**src/rtl/univ_burst_shift_reg_amisha.sv**
```systemverilog
// Universal N-bit shift register: hold, shift left/right and parallel load
// under manual control, plus an autonomous burst mode that shifts a programmed
// number of positions and pulses done when the burst completes.
module univ_burst_shift_reg_amisha #(
    parameter int N_amisha  = 8,
    parameter int LW_amisha = $clog2(N_amisha + 1) + 1
) (
    input  logic                 clk_amisha,
    input  logic                 reset_amisha,
    input  logic [1:0]           ctrl_amisha,
    input  logic [N_amisha-1:0]  d_amisha,
    input  logic                 s_in_lsb_amisha,
    input  logic                 s_in_msb_amisha,
    input  logic                 start_amisha,
    input  logic                 dir_amisha,
    input  logic [LW_amisha-1:0] len_amisha,
    output logic [N_amisha-1:0]  q_amisha,
    output logic                 s_out_msb_amisha,
    output logic                 s_out_lsb_amisha,
    output logic                 busy_amisha,
    output logic                 done_amisha
);

    typedef enum logic {
        IDLE,
        SHIFT
    } state_t;

    typedef enum logic [1:0] {
        CTRL_HOLD  = 2'b00,
        CTRL_LEFT  = 2'b01,
        CTRL_RIGHT = 2'b10,
        CTRL_LOAD  = 2'b11
    } ctrl_t;

    state_t                 state, state_n;
    logic [LW_amisha-1:0]   cnt, cnt_n;
    logic                   dir_q, dir_n;
    logic [N_amisha-1:0]    q_r, q_n;
    logic                   done_r, done_n;
    logic [N_amisha-1:0]    q_shl, q_shr;

    // Candidate shift results; serial inputs are sampled live on every shift edge.
    always_comb begin
        q_shl = {q_r[N_amisha-2:0], s_in_lsb_amisha};
        q_shr = {s_in_msb_amisha, q_r[N_amisha-1:1]};
    end

    // State, counter, direction, data and done registers; reset wins over everything.
    always_ff @(posedge clk_amisha) begin
        if (reset_amisha) begin
            state  <= IDLE;
            cnt    <= '0;
            dir_q  <= 1'b0;
            q_r    <= '0;
            done_r <= 1'b0;
        end else begin
            state  <= state_n;
            cnt    <= cnt_n;
            dir_q  <= dir_n;
            q_r    <= q_n;
            done_r <= done_n;
        end
    end

    // Next-state logic: accept bursts or apply manual ops in IDLE, run the burst in SHIFT.
    always_comb begin
        state_n = state;
        cnt_n   = cnt;
        dir_n   = dir_q;
        q_n     = q_r;
        done_n  = 1'b0;
        unique case (state)
            IDLE: begin
                if (start_amisha) begin
                    cnt_n = len_amisha;
                    dir_n = dir_amisha;
                    if (len_amisha == '0) begin
                        done_n = 1'b1;
                    end else begin
                        state_n = SHIFT;
                    end
                end else begin
                    unique case (ctrl_t'(ctrl_amisha))
                        CTRL_HOLD:  q_n = q_r;
                        CTRL_LEFT:  q_n = q_shl;
                        CTRL_RIGHT: q_n = q_shr;
                        CTRL_LOAD:  q_n = d_amisha;
                        default:    q_n = q_r;
                    endcase
                end
            end
            SHIFT: begin
                q_n   = dir_q ? q_shr : q_shl;
                cnt_n = cnt - LW_amisha'(1);
                if (cnt == LW_amisha'(1)) begin
                    state_n = IDLE;
                    done_n  = 1'b1;
                end
            end
            default: begin
                state_n = IDLE;
            end
        endcase
    end

    // Outputs come straight from registers.
    always_comb begin
        q_amisha         = q_r;
        s_out_msb_amisha = q_r[N_amisha-1];
        s_out_lsb_amisha = q_r[0];
        busy_amisha      = (state == SHIFT);
        done_amisha      = done_r;
    end

endmodule

```
**config.mk**
```make
export PLATFORM = sky130hd
export DESIGN_NAME = univ_burst_shift_reg_amisha
export DESIGN_NICKNAME = d
export VERILOG_FILES = /design/src/rtl/univ_burst_shift_reg_amisha.sv
export SDC_FILE = /design/constraint.sdc
export NUM_CORES = 1
export LEC_CHECK = 0
export BUFFER_PORTS_ARGS = -buffer_cell sky130_fd_sc_hd__buf_2
export CORE_MARGIN = 2
export CORE_UTILIZATION = 30
export DETAILED_ROUTE_END_ITERATION = 12
export PLACE_DENSITY = 0.5
export SETUP_SLACK_MARGIN = 0.15
export SYNTH_ARGS = -nofsm -noshare
export SYNTH_HDL_FRONTEND = slang
export SYNTH_SLANG_ARGS = --single-unit
```
**constraint.sdc**
```tcl
create_clock -name clk_amisha -period 1.4 [get_ports clk_amisha]
set_clock_uncertainty 0.2 [all_clocks]
set_input_delay 0.14 -clock clk_amisha [delete_from_list [all_inputs] [get_ports clk_amisha]]
set_output_delay 0.14 -clock clk_amisha [all_outputs]
set_load 0.01 [all_outputs]
```
Word-level counts from Yosys, hierarchy flattened. Index checks and enable logic that the tools add are counted.

Bitwise operators: 1. Mux-type cells: 14. Add/subtract/negate cells: 1. Equality and inequality tests: 7. Reduce and logical (&&, ||, !) cells: 4.

Operators by type and width (count): 8-bit case mux with 3 select lines (1); 8-bit two-way mux (2); 8-bit case mux with 2 select lines (1); 5-bit case mux with 2 select lines (1); 1-bit two-way mux (6); 2-bit != test (second input constant) (3); 5-bit by 1-bit equality test with 1-bit output (second input constant) (1); 5-bit zero test (1); 5-bit two-way mux (1); 5-bit by 1-bit subtractor with 5-bit output (second input constant) (1); 2-bit equality test (second input constant) (2); 1-bit case mux with 2 select lines (2); 2-bit AND reduction (2); 2-bit by 1-bit equality test with 1-bit output (second input constant) (1); 2-bit zero test (1); 1-bit inverter (1).

Output and inout port bits: 12. Word-level logic and storage cells: 32. Register bits: 16. Input port bits: 21.

Depth between registers and ports, before layout. Gate-level depths: netlist (run 1).

Depth after elaboration: 4. Gate-level depth with buffers: 5. Mapped depth without buffers: 5.

Least setup slack after synthesis (run 1). Ideal clock, no wire load.

Kind: register to register. Start: register state, in the netlist busy_amisha. End: register dir_q. Cell stages (with the launch flop): 5. Clock period less this slack: 1.384 ns. Path buffers: 1. Setup slack: 0.016 ns. Data arrival time: 1.056 ns. Cell sequence: dfxtp_1 clkbuf_1 nor2b_1 mux2i_1 nor2_1.

Word-level cells in the longest chain between the ends: 2.

RTL lines: start: declaration (line 36) `state_t state, state_n;`; start signal: assignment (line 58) `state <= state_n;`; 1-bit inverter; 2-bit AND reduction (no source line); end signal: assignment (line 60) `dir_q <= dir_n;`; end: declaration (line 38) `logic dir_q, dir_n;`.

Every way passes these cells. A chain may end at the register's enable or synchronous reset.

Final worst setup path (run 1).
Start: register state, in the netlist busy_amisha. End: register q_r[1], in the netlist q_amisha[1].

Word-level cells in the longest chain between the ends: 3. Elaborated cells on any way between the ends: 5. Classes of those cells: eq/ne: 2; mux: 1; bitwise: 1; reduce/logical: 1.

RTL lines: 1-bit inverter; 2-bit != test (no source line); 2-bit AND reduction (no source line); end signal: assignment (line 61) `q_r <= q_n;`; end: declaration (line 39) `logic [N_amisha-1:0] q_r, q_n;`.

Several ways; a longest one is shown, not always the timed one.

==> metrics.cfg, run 1 <==
[pwr]
p_total_mw = 1.29
leakage_nw = 0.635
p_per_area_mw_per_mm2 = 856
vdd_drop_max_uv = 341

[grt]
grt_pass1_wl_um = 4480
first_global_vias = 1002
antenna_found_initial = 0
grt_remaining_overflow = 0
grt_usage = 0.136
grt_max_degree = 18

[yosys]
synth_top_area_cell = dfxtp_1
synthTopCellsByArea = dfxtp_1 (30%), mux2i_1 (8.3%), nand3b_1 (6.9%), a211o_1 (6.5%), mux2_1 (6.2%)
synth_edf_count = 0
syn_avg_cell_area_sq_um = 8.72
ys.flop_type = dfxtp_1
async_flop_share = 0
post-synth-top-count-cell = dfxtp_1
yosysWarnings = 0
syn_inst = 124
synth_fp_nets = 147
yosysTopAreaCellShare = 0.296
synth_area_sq_mm = 0.00108
synth.distinct_cells = 32
synth_seq_area_share = 0.296
synth.cells.most_frequent = dfxtp_1 (16), a21oi_1 (12), nand3b_1 (10)
ys_ff_latch = 16

[place]
gp_congestion = 0.770
post_dp_cell_area_sq_mm = 0.00125
hpwl_um = 1890
port_buffers = 32

[floorplan]
initial_core_util = 0.319
die_width_um = 64.0
num_io_pins = 33
core_area_sq_mm = 0.00339
die_h_um = 64.0
die-area_sq_mm = 0.00410
rows = 21

[timing]
max_freq_mhz = 753
min_period_ps = 1330
finalHoldViolations = 0
tightest_slew_ps = 381
finalSetupViolations = 0
rsz0062_at_grt = yes
layout_worst_path_cycle_share = 0.948
slew_viol_final = 0
maxSlewHeadroom = 0.746
holdWs_ps = 67.3

[setup_path]
r2r-start = busy_amisha
end_kind = flip-flop
path_buf_inv = 0
r2r_cells = 3
cp.depth = 3
path_delay_family = compound AO/OA/AOI/OAI gates
reg2reg_slack_ps = 70
critPathArrivalTime_ps = 1350
critical_path_class = reg -> reg
critical_path.max_fanout = 8
start_kind = flip-flop
critPathSlowestCell = dfxtp_4
required_ps = 1430
r2r_end = q_amisha[1]
max_stage_delay_ps = 380
crit_path_cell_trace = or2_4 > a211o_1 > a31oi_1

[clock_network]
tritoncts = built
root_buffer = clkbuf_4
cts_made_buffers = 3
htreeDepth = 1
clock_sinks = 16
clk_pin_slew_ps = 110
clk_path_buf_depth = 2
clock_latency_ps = 290

[hold_path]
whs_path_depth = 4
hold_path.class = in -> reg
hp-start = s_in_lsb_amisha
min_to = q_amisha[0]

[routing]
wl_per_cell_um = 14.1
routed_via_density = 5.20
antenna_left = 0
wl_um = 2960
drc = 0
drt_iter0_drc = 83
dr_total_vias = 1093
drt-pass1-iter-count = 4

[layout]
nNetsFinal = 188
final_area_sq_mm = 0.00151
nFillCells = 339
multiInputGateArea_sq_um = 747
layout.area.seq_sq_um = 337
final_util = 0.444
area_delta_synth_final_pct = 39.4
drive_gt1_frac = 0.476
diodes = 0

[status]
status = complete, no violations

[job]
maxCapViolations = 0

layout by cell type (no fill, tap or decap), types with 3 or more instances in the layout:
master,instances
dfxtp_1,5
buf_2,32
dlygate4sd3_1,7
a211o_1,8
nor2_1,3
nand3b_1,10
a31oi_1,9
dfxtp_2,10
buf_4,8
mux2i_1,9
nand2_1,8
clkbuf_4,3
a21oi_1,11
mux2_1,4
nor2b_1,3
nor3_2,3
worst register-to-register path, cell delays in order, from the launching register on:
cell and delay [ps]:
dfxtp_4 380, or2_4 270, a211o_1 270, a31oi_1 140
what timing repair did:
item,in CTS,in global routing
hold buffers,6,1
resized for setup,16,15
setup endpoints to repair,18,25
pin swaps,6,5
endpoints found under the hold margin,6,1
buffers inserted,5,2
cell families after synthesis:
group,after synthesis,synth area share
multiplexers,17,0.167
AO/OA/AOI/OAI,40,0.257
buffers and inverters,15,0.0845
adder cells (fa/ha/maj),2,0.0231
flip-flops,16,0.296
AND/OR/NAND/NOR,34,0.172
per-layer routing:
| metal | vias to the layer above | wire length (um) | GRT usage |
|---|---|---|---|
| li1 | 540 | - | - |
| met1 | 511 | 1300 | 0.171 |
| met2 | 37 | 1420 | 0.221 |
| met3 | 5 | 190 | 0.0282 |
| met4 | 0 | 40 | 0.0598 |
| met5 | - | 0 | 0 |
how the worst max path moves through the flow:
stage,from,end
floorplan,busy_amisha,q_amisha[0]
global placement,busy_amisha,q_amisha[0]
detailed placement,busy_amisha,q_amisha[6]
CTS,busy_amisha,q_amisha[6]
global route,busy_amisha,q_amisha[6]
finish,busy_amisha,q_amisha[1]
flip-flops by register name, summed over array words and instances, names as in the netlist:
name,count
q_amisha,8
cnt,5
busy_amisha,1
dir_q,1
done_amisha,1
layout make-up:
class / instances / share of cell area
multi-input cells: 93 / 0.496
inverters: 2 / 0.00498
flip-flops and latches: 16 / 0.223
well taps: 46 / 0.0382
clock buffers: 4 / 0.0241
repair buffers: 49 / 0.213
where the power goes:
part	total [mW]	leakage, nW	internal [mW]	switching, mW
sequential	0.551	0.136	0.499	0.0523
clock	0.326	0.0210	0.158	0.168
combinational	0.413	0.478	0.221	0.192
total	1.29	0.635	0.878	0.412
stage by stage:
| step | setup TNS, ps | instances | worst slack, ps |
|---|---|---|---|
| finish | 0 | 210 | 72.9 |
| global route | 0 | 210 | 11.4 |
| floorplan | 0 | 124 | 127 |
| global placement | -23.0 | 192 | -15.7 |
| detailed placement | -43.0 | 192 | -18.0 |
| CTS | 0 | 207 | 94.3 |
(Power assumes the default switching activity.)
==> run 2: changes to the inputs <==
- CTS_CLUSTER_DIAMETER: unset -> 80
- SETUP_SLACK_MARGIN: 0.15 -> 0.4
==> run 2 against run 1 <==
Compared with the run above:
- the run now ends with hold timing left
- largest cell class unchanged
- critical path depth did not move
- sequential power barely moved
- routed wire length rose by 1.1%
- flip-flop and latch count did not move
- utilization rose by 2.8 points
- die area did not move
- first-iteration DRC count rose by 25%
- count of clock-buffer cells in the layout did not move
- hold slack got worse by 140 ps
- via count fell by 1.8%
==> metrics.cfg, run 2 (synthesized netlist as in run 1, its figures left out) <==
[timing]
maxSlewHeadroom = 0.732  ; -0.0146
finalHoldViolations = 5  ; +5
slew_viol_final = 0  ; unchanged
rsz0062_at_grt = yes
holdWs_ps = -76.1  ; -143 ps
layout_worst_path_cycle_share = 0.919  ; -0.0290
tns_ps = 0  ; unchanged
tightest_slew_ps = 403  ; +21.9 ps
min_period_ps = 1290  ; -40.6 ps
max_freq_mhz = 777  ; +3.2%
finalSetupViolations = 0  ; unchanged
setup_ws_ps = 114  ; +40.6 ps

[grt]
grt_usage = 0.149  ; +0.0130
antenna_found_initial = 0  ; unchanged
grt_remaining_overflow = 0  ; unchanged
first_global_vias = 1003  ; +0.10%
grt_pass1_wl_um = 4850  ; +8.3%
grt_max_degree = 18  ; unchanged

[layout]
area_delta_synth_final_pct = 48.0
final_util = 0.472  ; +0.0277
nNetsFinal = 183  ; -2.7%
nFillCells = 333  ; -1.8%
final_common_cell = buf_2
diodes = 0  ; unchanged
mostFrequentLayoutCells = buf_2 (21), buf_6 (14), a21oi_1 (11)
layout.area.seq_sq_um = 360  ; +7.1%
multiInputGateArea_sq_um = 793  ; +6.2%
largest_reg_flops = 8  ; unchanged
layout.cells.non_filler = 205  ; -2.4%
drive_gt1_frac = 0.560  ; +0.0841
final_area_sq_mm = 0.00160  ; +6.2%

[pwr]
leakage_nw = 0.650  ; +2.4%
swShare = 0.315  ; -0.00484
p_total_mw = 1.34  ; +3.7%
vdd_drop_max_uv = 403  ; +18%
pwr-share-seq = 0.414  ; -0.013
combinationalPowerShare = 0.349  ; +0.029
power.switching_uw = 421  ; +2.1%
pwr-share-clk = 0.237  ; -0.016
p_per_area_mw_per_mm2 = 836  ; -2.4%
power.internal_uw = 917  ; +4.4%

[setup_path]
critPathArrivalTime_ps = 1290  ; -60 ps
end_kind = flip-flop
critPathSlowestCell = dfxtp_2
critical_path.max_fanout = 8  ; unchanged
max_stage_delay_ps = 360  ; -20 ps
critical_path_class = reg -> reg
required_ps = 1410  ; -20 ps
start_kind = flip-flop
crit_path_cell_trace = or2_4 > a211o_1 > a31oi_1
path_delay_family = compound AO/OA/AOI/OAI gates
path_buf_inv = 0  ; unchanged

[place]
post_dp_cell_area_sq_mm = 0.00129  ; +2.7%
hpwl_um = 1880  ; -0.38%
dp.cells = 194  ; +1.0%
preCtsSetupSlack_ps = 7.88  ; +25.9 ps
gp_congestion = 0.766  ; -0.60%
port_buffers = 32  ; unchanged

[job]
maxCapViolations = 0  ; unchanged

[clock_network]
clk_path_buf_depth = 2  ; unchanged
clk_pin_slew_ps = 100  ; about the same
root_buffer = clkbuf_4
clock_latency_ps = 290  ; about the same
cts_made_buffers = 3  ; unchanged
tritoncts = built
postCtsHoldBufs = 1  ; -5
clock_sinks = 16  ; unchanged
htreeDepth = 1  ; unchanged

[floorplan]
initial_core_util = 0.319  ; unchanged
num_io_pins = 33  ; unchanged
die_width_um = 64.0  ; unchanged
rows = 21  ; unchanged
die_h_um = 64.0  ; unchanged
core_area_sq_mm = 0.00339  ; unchanged
die-area_sq_mm = 0.00410  ; unchanged

[routing]
drt-pass1-iter-count = 4  ; unchanged
drt_iter0_drc = 104  ; +25%
routed_via_density = 5.23  ; +0.56%
wl_um = 2990  ; +1.1%
drc = 0  ; unchanged
antenna_left = 0  ; unchanged
wl_per_cell_um = 14.6  ; +3.5%
dr_total_vias = 1073  ; -1.8%

[status]
failed_checks = hold timing
status = finished, violations left

[hold_path]
hold_path.class = in -> reg

==> run 2: final timing paths <==
kind	start	to	slack, ps	cells after the start
setup / recovery	busy_amisha	q_amisha[0]	110	3
hold / removal	len_amisha[0]	cnt[0]	-80	3
setup reg to reg	busy_amisha	q_amisha[0]	110	3
hold reg to reg	dir_q	dir_q	330	2
==> run 2: power groups by stage <==
stage,clock (mW),sequential [mW],combinational [mW]
finish,0.317,0.554,0.467
global route,0.360,0.563,0.508
CTS,0.332,0.546,0.407
detailed placement,0,0.549,0.339
global placement,0,0.549,0.334
floorplan,0,0.548,0.237
==> run 2: area by class of cell <==
cell class,instances,area share
Multi-Input combinational cell,93,0.496
Sequential cell,16,0.225
Timing Repair Buffer,44,0.216
Tap cell,46,0.0360
Clock buffer,4,0.0227
Inverter,2,0.00469
==> run 2: routing by layer <==
| metal | wire (um) | global-route usage |
|---|---|---|
| met3 | 160 | 0.0282 |
| met4 | 60 | 0.0788 |
| met5 | 0 | 0 |
| met2 | 1390 | 0.228 |
| met1 | 1380 | 0.196 |
==> run 2: worst reg2reg max path: stages, from the launching register on <==
cell and delay, ps:
dfxtp_2 360, or2_4 270, a211o_1 230, a31oi_1 150
==> run 2: timing repair <==
action                                  CTS  global route
endpoints found under the setup margin   28            28
setup buffers                             4             1
pin swaps                                 8             8
resized for setup                        30            33
hold endpoints to repair                  7             5
gates cloned                              1             0
==> run 3: changes to the inputs <==
- ABC_AREA: unset -> 1
- CORE_ASPECT_RATIO: unset -> 0.75
==> run 3 against run 2 <==
Compared with the run above:
- flip-flop and latch count unchanged
- critical path depth fell by 1
- setup slack improved by 58 ps
- non-clock buffer count grew 3
- the run still ends with hold timing left
- die area rose by 6.6%
- power rose by 14%
- global-route usage is 1.9 points higher
- combinational power grew 23%
- final cell count up 42%
- register-to-register slack gained 90 ps
- count of clock-buffer cells in the layout stayed put
==> metrics.cfg, run 3 <==
[status]
status = finished, violations left
failed_checks = hold timing

[yosys]
synthAdderAreaFrac = 0.0216  ; -0.00150
synth_area_sq_mm = 0.00116  ; +6.9%
synthMuxAreaShare = 0  ; -0.167
synth_xor_area_frac = 0  ; unchanged
yosysTopAreaCellShare = 0.277  ; -0.0192
ys.flop_type = dfxtp_1
synth_fp_nets = 220  ; +50%
synth_top_family_by_area = simple AND/OR/NAND/NOR gates
post-synth-top-count-cell = nand2_1
ys_ff_latch = 16  ; unchanged
synth_seq_area_share = 0.277  ; -0.0192
syn_avg_cell_area_sq_um = 5.87  ; -33%
synthTopCellsByArea = dfxtp_1 (28%), nand2_1 (16%), nand3_1 (12%), nor2_1 (10%), inv_1 (7.8%)
synth.distinct_cells = 21  ; -34%
async_flop_share = 0  ; unchanged
yosys.area_share.simple = 0.416  ; +0.243
synth_compound_area_frac = 0.139  ; -0.118
synth.cells.most_frequent = nand2_1 (48), nor2_1 (31), nand3_1 (28)
syn_inst = 197  ; +59%
synth_edf_count = 0  ; unchanged
yosysWarnings = 0  ; unchanged
synth_top_area_cell = dfxtp_1

[setup_path]
r2r_cells = 4  ; +1
startpoint = busy_amisha
required_ps = 1060  ; -350 ps
end_kind = primary output
critical_path_class = reg -> out
critical_path.max_fanout = 5  ; -3
r2r-start = busy_amisha
start_kind = flip-flop
critPathArrivalTime_ps = 890  ; -400 ps

[pwr]
vdd_drop_max_uv = 400  ; -0.62%
p_per_area_mw_per_mm2 = 884  ; +5.8%
pwr-share-clk = 0.234  ; -0.003
power.switching_uw = 540  ; +28%
swShare = 0.355  ; +0.0402
combinationalPowerShare = 0.378  ; +0.029
leakage_nw = 0.816  ; +26%
pwr-share-seq = 0.388  ; -0.026
power.internal_uw = 983  ; +7.2%

[layout]
drive_gt1_frac = 0.396  ; -0.164
final_common_cell = nand2_1
area_delta_synth_final_pct = 49.0
nNetsFinal = 264  ; +44%
mostFrequentLayoutCells = nand2_1 (46), nand3_1 (28), nor2_1 (24)
diodes = 0  ; unchanged
largest_reg_flops = 8  ; unchanged
final_util = 0.468  ; -0.00456

[clock_network]
cts_made_buffers = 3  ; unchanged
clk_pin_slew_ps = 60  ; -40 ps
root_buffer = clkbuf_8
clk_path_buf_depth = 2  ; unchanged
clock_sinks = 16  ; unchanged
tritoncts = built
htreeDepth = 1  ; unchanged
clock_latency_ps = 250  ; -40 ps

[grt]
grt_pass1_wl_um = 5600  ; +15%
antenna_found_initial = 0  ; unchanged
first_global_vias = 1187  ; +18%
grt_remaining_overflow = 0  ; unchanged
grt_max_degree = 11  ; -7
grt_usage = 0.168  ; +0.0190

[place]
gp_congestion = 0.793  ; +3.6%
port_buffers = 32  ; unchanged
hpwl_um = 2360  ; +26%

[timing]
max_freq_mhz = 814  ; +4.8%
maxSlewHeadroom = 0.815  ; +0.0831
min_period_ps = 1230  ; -58.4 ps
finalSetupViolations = 0  ; unchanged
tns_ps = 0  ; unchanged
tightest_slew_ps = 278  ; -125 ps
finalHoldViolations = 1  ; -4
slew_viol_final = 0  ; unchanged
layout_worst_path_cycle_share = 0.877  ; -0.0417
rsz0062_at_grt = yes
holdWs_ps = -10.2  ; +65.9 ps

[floorplan]
initial_core_util = 0.314  ; -0.00518
die-area_sq_mm = 0.00437  ; +6.6%
num_io_pins = 33  ; unchanged
die_width_um = 75.7  ; +18%
rows = 19  ; -9.5%
core_area_sq_mm = 0.00368  ; +8.7%
die_h_um = 57.8  ; -9.8%

[routing]
wl_per_cell_um = 11.5  ; -21%
drc = 0  ; unchanged
dr_total_vias = 1312  ; +22%
routed_via_density = 4.49  ; -14%
drt-pass1-iter-count = 4  ; unchanged
drt_iter0_drc = 59  ; -43%
wl_um = 3370  ; +13%
antenna_left = 0  ; unchanged

[hold_path]
hp-start = dir_amisha
whs_path_depth = 3  ; unchanged
hold_path.class = in -> reg

[job]
maxCapViolations = 0  ; unchanged

-- run 3: cell count changes after synthesis, sizes merged, moves of 9 or more --
cell	change
a31oi	-9
inv	+25
mux2i	-9
nand2	+41
nand3	+27
nand3b	-10
nor2	+27
o21ai	+15
-- run 3: power by group through the flow --
stage	registers (mW)	clock network [mW]	logic, mW
2_1_floorplan	0.579	0	0.299
3_3_place_gp	0.583	0	0.435
3_5_place_dp	0.582	0	0.428
4_1_cts	0.585	0.371	0.532
5_1_grt	0.600	0.390	0.647
6_report	0.591	0.357	0.575
-- run 3: stage by stage --
step | instance area (sq um) | cells | setup WS [ps] | hold slack, ps | total power [mW]
floorplan | 1180 | 197 | 226 | 9.07 | 0.878
global placement | 1380 | 276 | 109 | 166 | 1.02
detailed placement | 1380 | 276 | 115 | 163 | 1.01
CTS | 1640 | 289 | 182 | -107 | 1.49
global route | 1720 | 292 | 137 | 21.4 | 1.64
finish | 1720 | 292 | 172 | -10.2 | 1.52
-- run 3: worst max-delay path, cell delays in order (launching register included) --
cell and delay [ps]:
dfxtp_4 410, buf_6 130, buf_6 90
-- run 3: worst paths after layout --
kind | end | slack [ps]
worst max register to register | done_amisha | 200
worst min-delay path | dir_q | -10
worst min register to register | dir_q | 320
worst max-delay path | busy_amisha | 170
-- run 3: repair_timing --
action,in CTS,in global routing
endpoints found under the setup margin,28,28
hold endpoints to repair,4,3
gates resized for setup,42,25
pin swaps,5,6
buffers inserted,8,2
gates cloned,1,0
-- run 3: cell type report --
cell class	count	area, sq um
inverters	28	128
flip-flops and latches	16	359
multi-input cells	145	781
repair buffers	47	345
fillers	398	1960
clock buffers	4	45.0
well taps	52	65.1
-- run 3: logic make-up (layout without fill, tap and decap cells) --
logic type                 Yosys count  in the layout
and+or+nand+nor                    112            113
buffers and inverters               37             79
AOI/OAI and AO/OA                   30             30
DFF                                 16             16
adders and majority gates            2              2
-- run 3: per-layer routing --
layer | wire length, um | global-route usage | share of wire
met3 | 167 | 0.0383 | 0.050
met4 | 28 | 0.0301 | 0.0083
met1 | 1760 | 0.259 | 0.52
met2 | 1410 | 0.239 | 0.42
met5 | 0 | 0 | 0
